==> src/rtl/button_conditioner.sv <==
`default_nettype none
// +----------------------------------------------------------------------------+
// | Module      : button_conditioner                                           |
// | Description : Board-input front end. Synchronises and debounces the five   |
// |               push buttons and sixteen slide switches. Each input is its   |
// |               own channel. Outputs are clean levels plus single-cycle      |
// |               press / release / auto-repeat strobes for buttons and an     |
// |               any-switch-changed strobe.                                   |
// | Ports       : clock_100mhz      in   system clock, rising edge            |
// |               reset             in   synchronous, active-high             |
// |               buttons_raw       in   async button pads (c/u/r/d/l)        |
// |               switches_raw      in   async switch pads [15:0]             |
// |               buttons           out  debounced button levels              |
// |               buttons_pressed   out  1-cycle strobe on debounced 0->1     |
// |               buttons_released  out  1-cycle strobe on debounced 1->0     |
// |               buttons_repeat    out  strobe on press and each repeat tick |
// |               switches          out  debounced switch levels              |
// |               switches_changed  out  1-cycle strobe, any switch changed   |
// | Revision    : 1.0  initial release                                         |
// +----------------------------------------------------------------------------+

package button_conditioner_pkg;
  // Field order fixes the packed bit positions: center=4 ... left=0.
  typedef struct packed {
    logic center;
    logic up;
    logic right;
    logic down;
    logic left;
  } buttons_t;
endpackage

module button_conditioner
  import button_conditioner_pkg::*;
#(
  parameter int SYNC_STAGES          = 2,
  parameter int DEBOUNCE_CYCLES      = 1_000_000,
  parameter int REPEAT_ENABLE        = 1,
  parameter int REPEAT_DELAY_CYCLES  = 50_000_000,
  parameter int REPEAT_PERIOD_CYCLES = 10_000_000
) (
  input  logic        clock_100mhz,
  input  logic        reset,
  input  buttons_t    buttons_raw,
  input  logic [15:0] switches_raw,
  output buttons_t    buttons,
  output buttons_t    buttons_pressed,
  output buttons_t    buttons_released,
  output buttons_t    buttons_repeat,
  output logic [15:0] switches,
  output logic        switches_changed
);

  localparam int NUM_BTN = 5;
  localparam int NUM_SW  = 16;
  localparam int NUM_CH  = NUM_BTN + NUM_SW;

  localparam int DB_W = $clog2(DEBOUNCE_CYCLES + 1);
  localparam logic [DB_W-1:0] DB_LAST = DB_W'(DEBOUNCE_CYCLES - 1);

  localparam int RPT_MAX = (REPEAT_DELAY_CYCLES > REPEAT_PERIOD_CYCLES) ?
                           REPEAT_DELAY_CYCLES : REPEAT_PERIOD_CYCLES;
  localparam int RPT_W   = $clog2(RPT_MAX + 1);
  localparam logic [RPT_W-1:0] RPT_DELAY_LAST  = RPT_W'(REPEAT_DELAY_CYCLES - 1);
  localparam logic [RPT_W-1:0] RPT_PERIOD_LAST = RPT_W'(REPEAT_PERIOD_CYCLES - 1);

  typedef enum logic [1:0] {
    RPT_IDLE   = 2'd0,
    RPT_DELAY  = 2'd1,
    RPT_REPEAT = 2'd2
  } rpt_state_t;

  // Channel map: buttons occupy bits [4:0], switches bits [20:5].
  logic [NUM_CH-1:0]  w_raw;
  logic [NUM_CH-1:0]  r_sync [SYNC_STAGES];
  logic [NUM_CH-1:0]  w_sync_out;
  logic [NUM_CH-1:0]  w_accept;
  logic [NUM_CH-1:0]  r_level;

  logic [NUM_BTN-1:0] w_btn_press;
  logic [NUM_BTN-1:0] w_btn_release;
  logic [NUM_BTN-1:0] w_rpt_tick;

  logic [NUM_BTN-1:0] r_pressed;
  logic [NUM_BTN-1:0] r_released;
  logic [NUM_BTN-1:0] r_repeat;
  logic               r_sw_changed;

  assign w_raw = {switches_raw, buttons_raw};

  // ---------------------------------------------------------------------------
  // Synchroniser chain, all channels in parallel.
  // ---------------------------------------------------------------------------
  always_ff @(posedge clock_100mhz) begin
    if (reset) begin
      for (int s = 0; s < SYNC_STAGES; s++) begin
        r_sync[s] <= '0;
      end
    end else begin
      r_sync[0] <= w_raw;
      for (int s = 1; s < SYNC_STAGES; s++) begin
        r_sync[s] <= r_sync[s-1];
      end
    end
  end

  assign w_sync_out = r_sync[SYNC_STAGES-1];

  // ---------------------------------------------------------------------------
  // Debounce counters, one per channel. A change is accepted on the
  // DEBOUNCE_CYCLES-th consecutive sample that disagrees with the level; any
  // agreeing sample in between restarts the count.
  // ---------------------------------------------------------------------------
  for (genvar ch = 0; ch < NUM_CH; ch++) begin : g_db
    logic [DB_W-1:0] r_cnt;

    assign w_accept[ch] = (w_sync_out[ch] != r_level[ch]) && (r_cnt == DB_LAST);

    always_ff @(posedge clock_100mhz) begin
      if (reset) begin
        r_cnt <= '0;
      end else if ((w_sync_out[ch] == r_level[ch]) || w_accept[ch]) begin
        r_cnt <= '0;
      end else begin
        r_cnt <= r_cnt + 1'b1;
      end
    end
  end

  assign w_btn_press   = w_accept[NUM_BTN-1:0] &  w_sync_out[NUM_BTN-1:0];
  assign w_btn_release = w_accept[NUM_BTN-1:0] & ~w_sync_out[NUM_BTN-1:0];

  // ---------------------------------------------------------------------------
  // Auto-repeat FSM per button. The press strobe itself is the first repeat
  // strobe; the FSM only supplies the later ticks. A release on the same edge
  // as a tick wins, so no repeat strobe accompanies a release.
  // ---------------------------------------------------------------------------
  if (REPEAT_ENABLE != 0) begin : g_repeat
    for (genvar b = 0; b < NUM_BTN; b++) begin : g_btn
      rpt_state_t       r_state;
      rpt_state_t       w_state_nxt;
      logic [RPT_W-1:0] r_cnt;
      logic [RPT_W-1:0] w_cnt_nxt;
      logic             w_tick;

      always_ff @(posedge clock_100mhz) begin
        if (reset) begin
          r_state <= RPT_IDLE;
          r_cnt   <= '0;
        end else begin
          r_state <= w_state_nxt;
          r_cnt   <= w_cnt_nxt;
        end
      end

      always_comb begin
        w_state_nxt = r_state;
        w_cnt_nxt   = r_cnt;
        w_tick      = 1'b0;
        case (r_state)
          RPT_IDLE: begin
            if (w_btn_press[b]) begin
              w_state_nxt = RPT_DELAY;
              w_cnt_nxt   = '0;
            end
          end
          RPT_DELAY: begin
            if (w_btn_release[b]) begin
              w_state_nxt = RPT_IDLE;
              w_cnt_nxt   = '0;
            end else if (r_cnt == RPT_DELAY_LAST) begin
              w_tick      = 1'b1;
              w_state_nxt = RPT_REPEAT;
              w_cnt_nxt   = '0;
            end else begin
              w_cnt_nxt   = r_cnt + 1'b1;
            end
          end
          RPT_REPEAT: begin
            if (w_btn_release[b]) begin
              w_state_nxt = RPT_IDLE;
              w_cnt_nxt   = '0;
            end else if (r_cnt == RPT_PERIOD_LAST) begin
              w_tick      = 1'b1;
              w_cnt_nxt   = '0;
            end else begin
              w_cnt_nxt   = r_cnt + 1'b1;
            end
          end
          default: begin
            w_state_nxt = RPT_IDLE;
            w_cnt_nxt   = '0;
          end
        endcase
      end

      assign w_rpt_tick[b] = w_tick;
    end
  end else begin : g_no_repeat
    assign w_rpt_tick = '0;
  end

  // ---------------------------------------------------------------------------
  // Levels and strobes. An accepted change always differs from the current
  // level, so the level update is a toggle of the accepted bits.
  // ---------------------------------------------------------------------------
  always_ff @(posedge clock_100mhz) begin
    if (reset) begin
      r_level      <= '0;
      r_pressed    <= '0;
      r_released   <= '0;
      r_repeat     <= '0;
      r_sw_changed <= 1'b0;
    end else begin
      r_level      <= r_level ^ w_accept;
      r_pressed    <= w_btn_press;
      r_released   <= w_btn_release;
      r_repeat     <= w_btn_press | w_rpt_tick;
      r_sw_changed <= |w_accept[NUM_CH-1:NUM_BTN];
    end
  end

  assign buttons          = buttons_t'(r_level[NUM_BTN-1:0]);
  assign buttons_pressed  = buttons_t'(r_pressed);
  assign buttons_released = buttons_t'(r_released);
  assign buttons_repeat   = buttons_t'(r_repeat);
  assign switches         = r_level[NUM_CH-1:NUM_BTN];
  assign switches_changed = r_sw_changed;

endmodule
`default_nettype wire

==> config.mk <==
export PLATFORM = sky130hd
export DESIGN_NAME = button_conditioner
export DESIGN_NICKNAME = d
export VERILOG_FILES = /design/src/rtl/button_conditioner.sv
export SDC_FILE = /design/constraint.sdc
export NUM_CORES = 1
export LEC_CHECK = 0
export CORE_MARGIN = 2
export CORE_UTILIZATION = 45
export CTS_CLUSTER_SIZE = 10
export DETAILED_ROUTE_END_ITERATION = 10
export PLACE_DENSITY = 0.72
export SETUP_SLACK_MARGIN = 0.4
export SYNTH_ARGS = -nofsm -noshare
export SYNTH_HDL_FRONTEND = slang
export SYNTH_SLANG_ARGS = --single-unit
export TNS_END_PERCENT = 50
==> constraint.sdc <==
create_clock -name clock_100mhz -period 3.53 [get_ports clock_100mhz]
set_input_delay 1.059 -clock clock_100mhz [delete_from_list [all_inputs] [get_ports clock_100mhz]]
set_output_delay 1.059 -clock clock_100mhz [all_outputs]
set_load 0.01 [all_outputs]
==> impl_results.md <==
- Die height: 260 um
- Crit path cell chain: or4_1, or4_1, o31a_2, a211o_2, or4_1, a21oi_1
- First-pass GRT wire length: 103000 um
- Worst vdd ir: around 0.00036 V
- Die ar.: between 60000 and 70000 um2
- Worst setup margin: approximately 0.47 ns
- Hold Fails Final Rpt: 0
- Hold slack: between 0.4 and 0.5 ns
- Ys async rst share: 0
- Ys Warns: 0
- Detailed router's first-iteration violation count: 1336
- Post-detailed-placement half-perimeter wirelength: about 39000 um
- Worst-path clk slew: around 0.06 ns
- Crit path largest cell delay: about 0.60 ns
- Most frequent cells after synthesis: 639 x dfxtp_1, 574 x nor2_1, 304 x nand2_1, 294 x nand3_1, 199 x xor2_1
- # IOs: 60
- Synth Instances: 3526
- Post-DR vias/cell: roughly 5.4
- Buffers on Ports: between 50 and 60
- Minimum clock period: between 3 and 4 ns
- Post-Syn Area per Cell: between 8 and 9 um2
- Crit-path slowest cell: or4_1
- Critical Path RT: just over 4 ns
- Detailed Route WL: 59500 um
- Largest net degree at the start of global routing: just over 100
- Yosys reg bits: 639
- # hold bufs at CTS: 0
- Setup TNS: 0 ns
- Most frequent cell after synthesis: dfxtp_1
- Most crowded layer after global routing: met2
- Fin area: roughly 33000 um2
- Relative slew slack: 0.408
- Placed Cells incl. Taps: between 4000 and 5000
- Max FO, Critical Path: 15
- Synthesis-to-layout area growth: 12.1%
- Met3 Use GR: 0.0309
- CTS Buf Count: 75
- Final setup violation count: 0
- Post-CTS Setup Bufs: 0
- Pwr Density: about 440 nW/um2
- Most numerous cell on the critical path: or4_1
- Area contributors post-synth: dfxtp_1 44%, nor2_1 7.3%, xor2_1 5.9%
- Buffer and inverter count on the worst path: 0
- F_max: approximately 330 MHz
- Rows: between 90 and 100
- Met1 GRT Util: 0.235
- Leakage power: a little over 10 nW
- Initial antenna violation count: 0
- Worst path top cell family by delay: simple AND/OR/NAND/NOR gates
- Syn_nets: between 3000 and 4000
- Place WS: roughly 0.34 ns
- CTS tree: done
- Slew @ Worst Pin: just under 0.9 ns
- GRT Util Overall: 0.175
- Drt wl/cell: 13.4 um
- Status: complete, no violations
- First-pass detailed-route iteration total: 5
- Dpl cell area: 30800 um2
- Post-synthesis cell type count: between 70 and 80
- Register area share after synthesis: 0.435
- Crit path kind: reg -> reg
- Via count: around 24000
- HP Class: reg -> reg
- Area leader, netlist: dfxtp_1
- Clock root cell: clkbuf_16
- Share of the synthesized area in the top cell type: 0.435
- Core Area: between 60000 and 70000 um2
- Worst-skew pair later-pin latency: around 0.63 ns
- Arrival @ worst endpoint: roughly 3.6 ns
- Placer Congestion: 0.853
- Cell area after synthesis: roughly 29000 um2
- Post-Layout Cell Count: roughly 4400
- # DRC: 0
- RSZ-0062 raised after global routing: yes
- ANT nets after route: 0
- Layout cells sized above 1: 0.0461
- Final nets: ~3600
- Clk sinks: about 640
- Global-route track usage on met2: 0.287
- Vias in the first global route: ~22000
- Antenna diodes: 0
- Post-synth EDFFs: 0
- Global route total overflow: 0
- Initial core utilization: 0.456
- Worst Clk Skew: ~0.026 ns
- Tcrit/Tclk final: 0.868
- Max Cap Viol: 0
- Crit path launch type: register
- Most used DFF post-synth: dfxtp_1
- Fin. max-slew vios: 0
- CTS max path bufs: 3
- Die width: 260 um
- H-tree levels: 3
- Worst setup EP type: register
## cell families (layout without fill, tap and decap cells)
logic type,count (synthesis),count (layout),share of synthesized area
simple gates,1885,1885,0.323
flops,639,639,0.435
xor+xnor,376,376,0.112
compound gates,335,335,0.0737
buf+inv,225,281,0.0295
fa+ha+maj,41,41,0.0175
mux,25,25,0.00856
## sequential cells by signal, summed over array words and instances, names as in the netlist, named ones only
register	count
buttons_pressed	5
buttons_released	5
buttons_repeat	5
g_db.r_cnt	420
g_repeat.g_btn.r_cnt	130
g_repeat.g_btn.r_state	10
r_sync	42
switches_changed	1
## cell usage in the layout, fill, tap and decap left out, types with 41 or more instances in the layout
master / count
or3_1: 88
nor2_1: 574
and3_1: 91
nand4_1: 123
o21ai_0: 65
clkbuf_16: 75
nand3_1: 294
nand2_1: 304
ha_1: 41
a21oi_1: 84
nor2b_1: 59
a31oi_1: 52
inv_1: 97
xnor2_1: 177
nor3_1: 86
dfxtp_1: 639
nor4_1: 55
clkdlybuf4s50_1: 58
xor2_1: 199
## stage by stage
step,util,power [W]
2_1_floorplan,-,0.00771
5_1_grt,0.511,0.0152
3_3_place_gp,0.477,0.00784
3_5_place_dp,0.477,0.00785
4_1_cts,0.511,0.0148
6_report,0.511,0.0146
## worst paths after layout
path                                         from                     endpoint  slack [ns]  depth (start not counted)
worst min register to register      r_sync[0][17]                r_sync[0][38]        0.43                          1
worst max register to register  g_db[0].r_cnt[15]  g_repeat.g_btn[0].r_cnt[18]        0.47                          6
worst min-delay path                r_sync[0][17]                r_sync[0][38]        0.43                          1
worst max-delay path            g_db[0].r_cnt[15]  g_repeat.g_btn[0].r_cnt[18]        0.47                          6
## power by group
part,internal (W),leakage (nW),switching [W]
sequential,0.00726,5.15,0.0000242
combinational,0.000128,3.98,0.000290
clock,0.00397,1.04,0.00293
total,0.0114,10.2,0.00325
## worst register-to-register path, delay by kind of cell (launching register included)
family          cells  cell delay (ns)
flops               1             0.33
simple gates        3             1.65
compound gates      3             1.04
## routing by layer
layer  wire [um]  vias to the layer above
met3        2400                       94
li1            -                    12400
met1       28900                    11200
met4        1170                        0
met2       26900                      382
met5           0                        -
## area by class of cell
| type | count | area, um2 |
|---|---|---|
| inverter | 98 | 368 |
| clock buffer | 91 | 1990 |
| sequential | 639 | 12800 |
| timing repair buffer | 85 | 802 |
| clock inverter | 7 | 165 |
| fill | 6067 | 31500 |
| tap | 855 | 1070 |
| multi-input combinational | 2662 | 15700 |
## repair_timing
| action | in CTS | in global routing |
|---|---|---|
| setup endpoints to repair | 2 | 18 |
| cloned | 0 | 0 |
| gates resized for setup | 1 | 2 |
(Power assumes the default switching activity.)
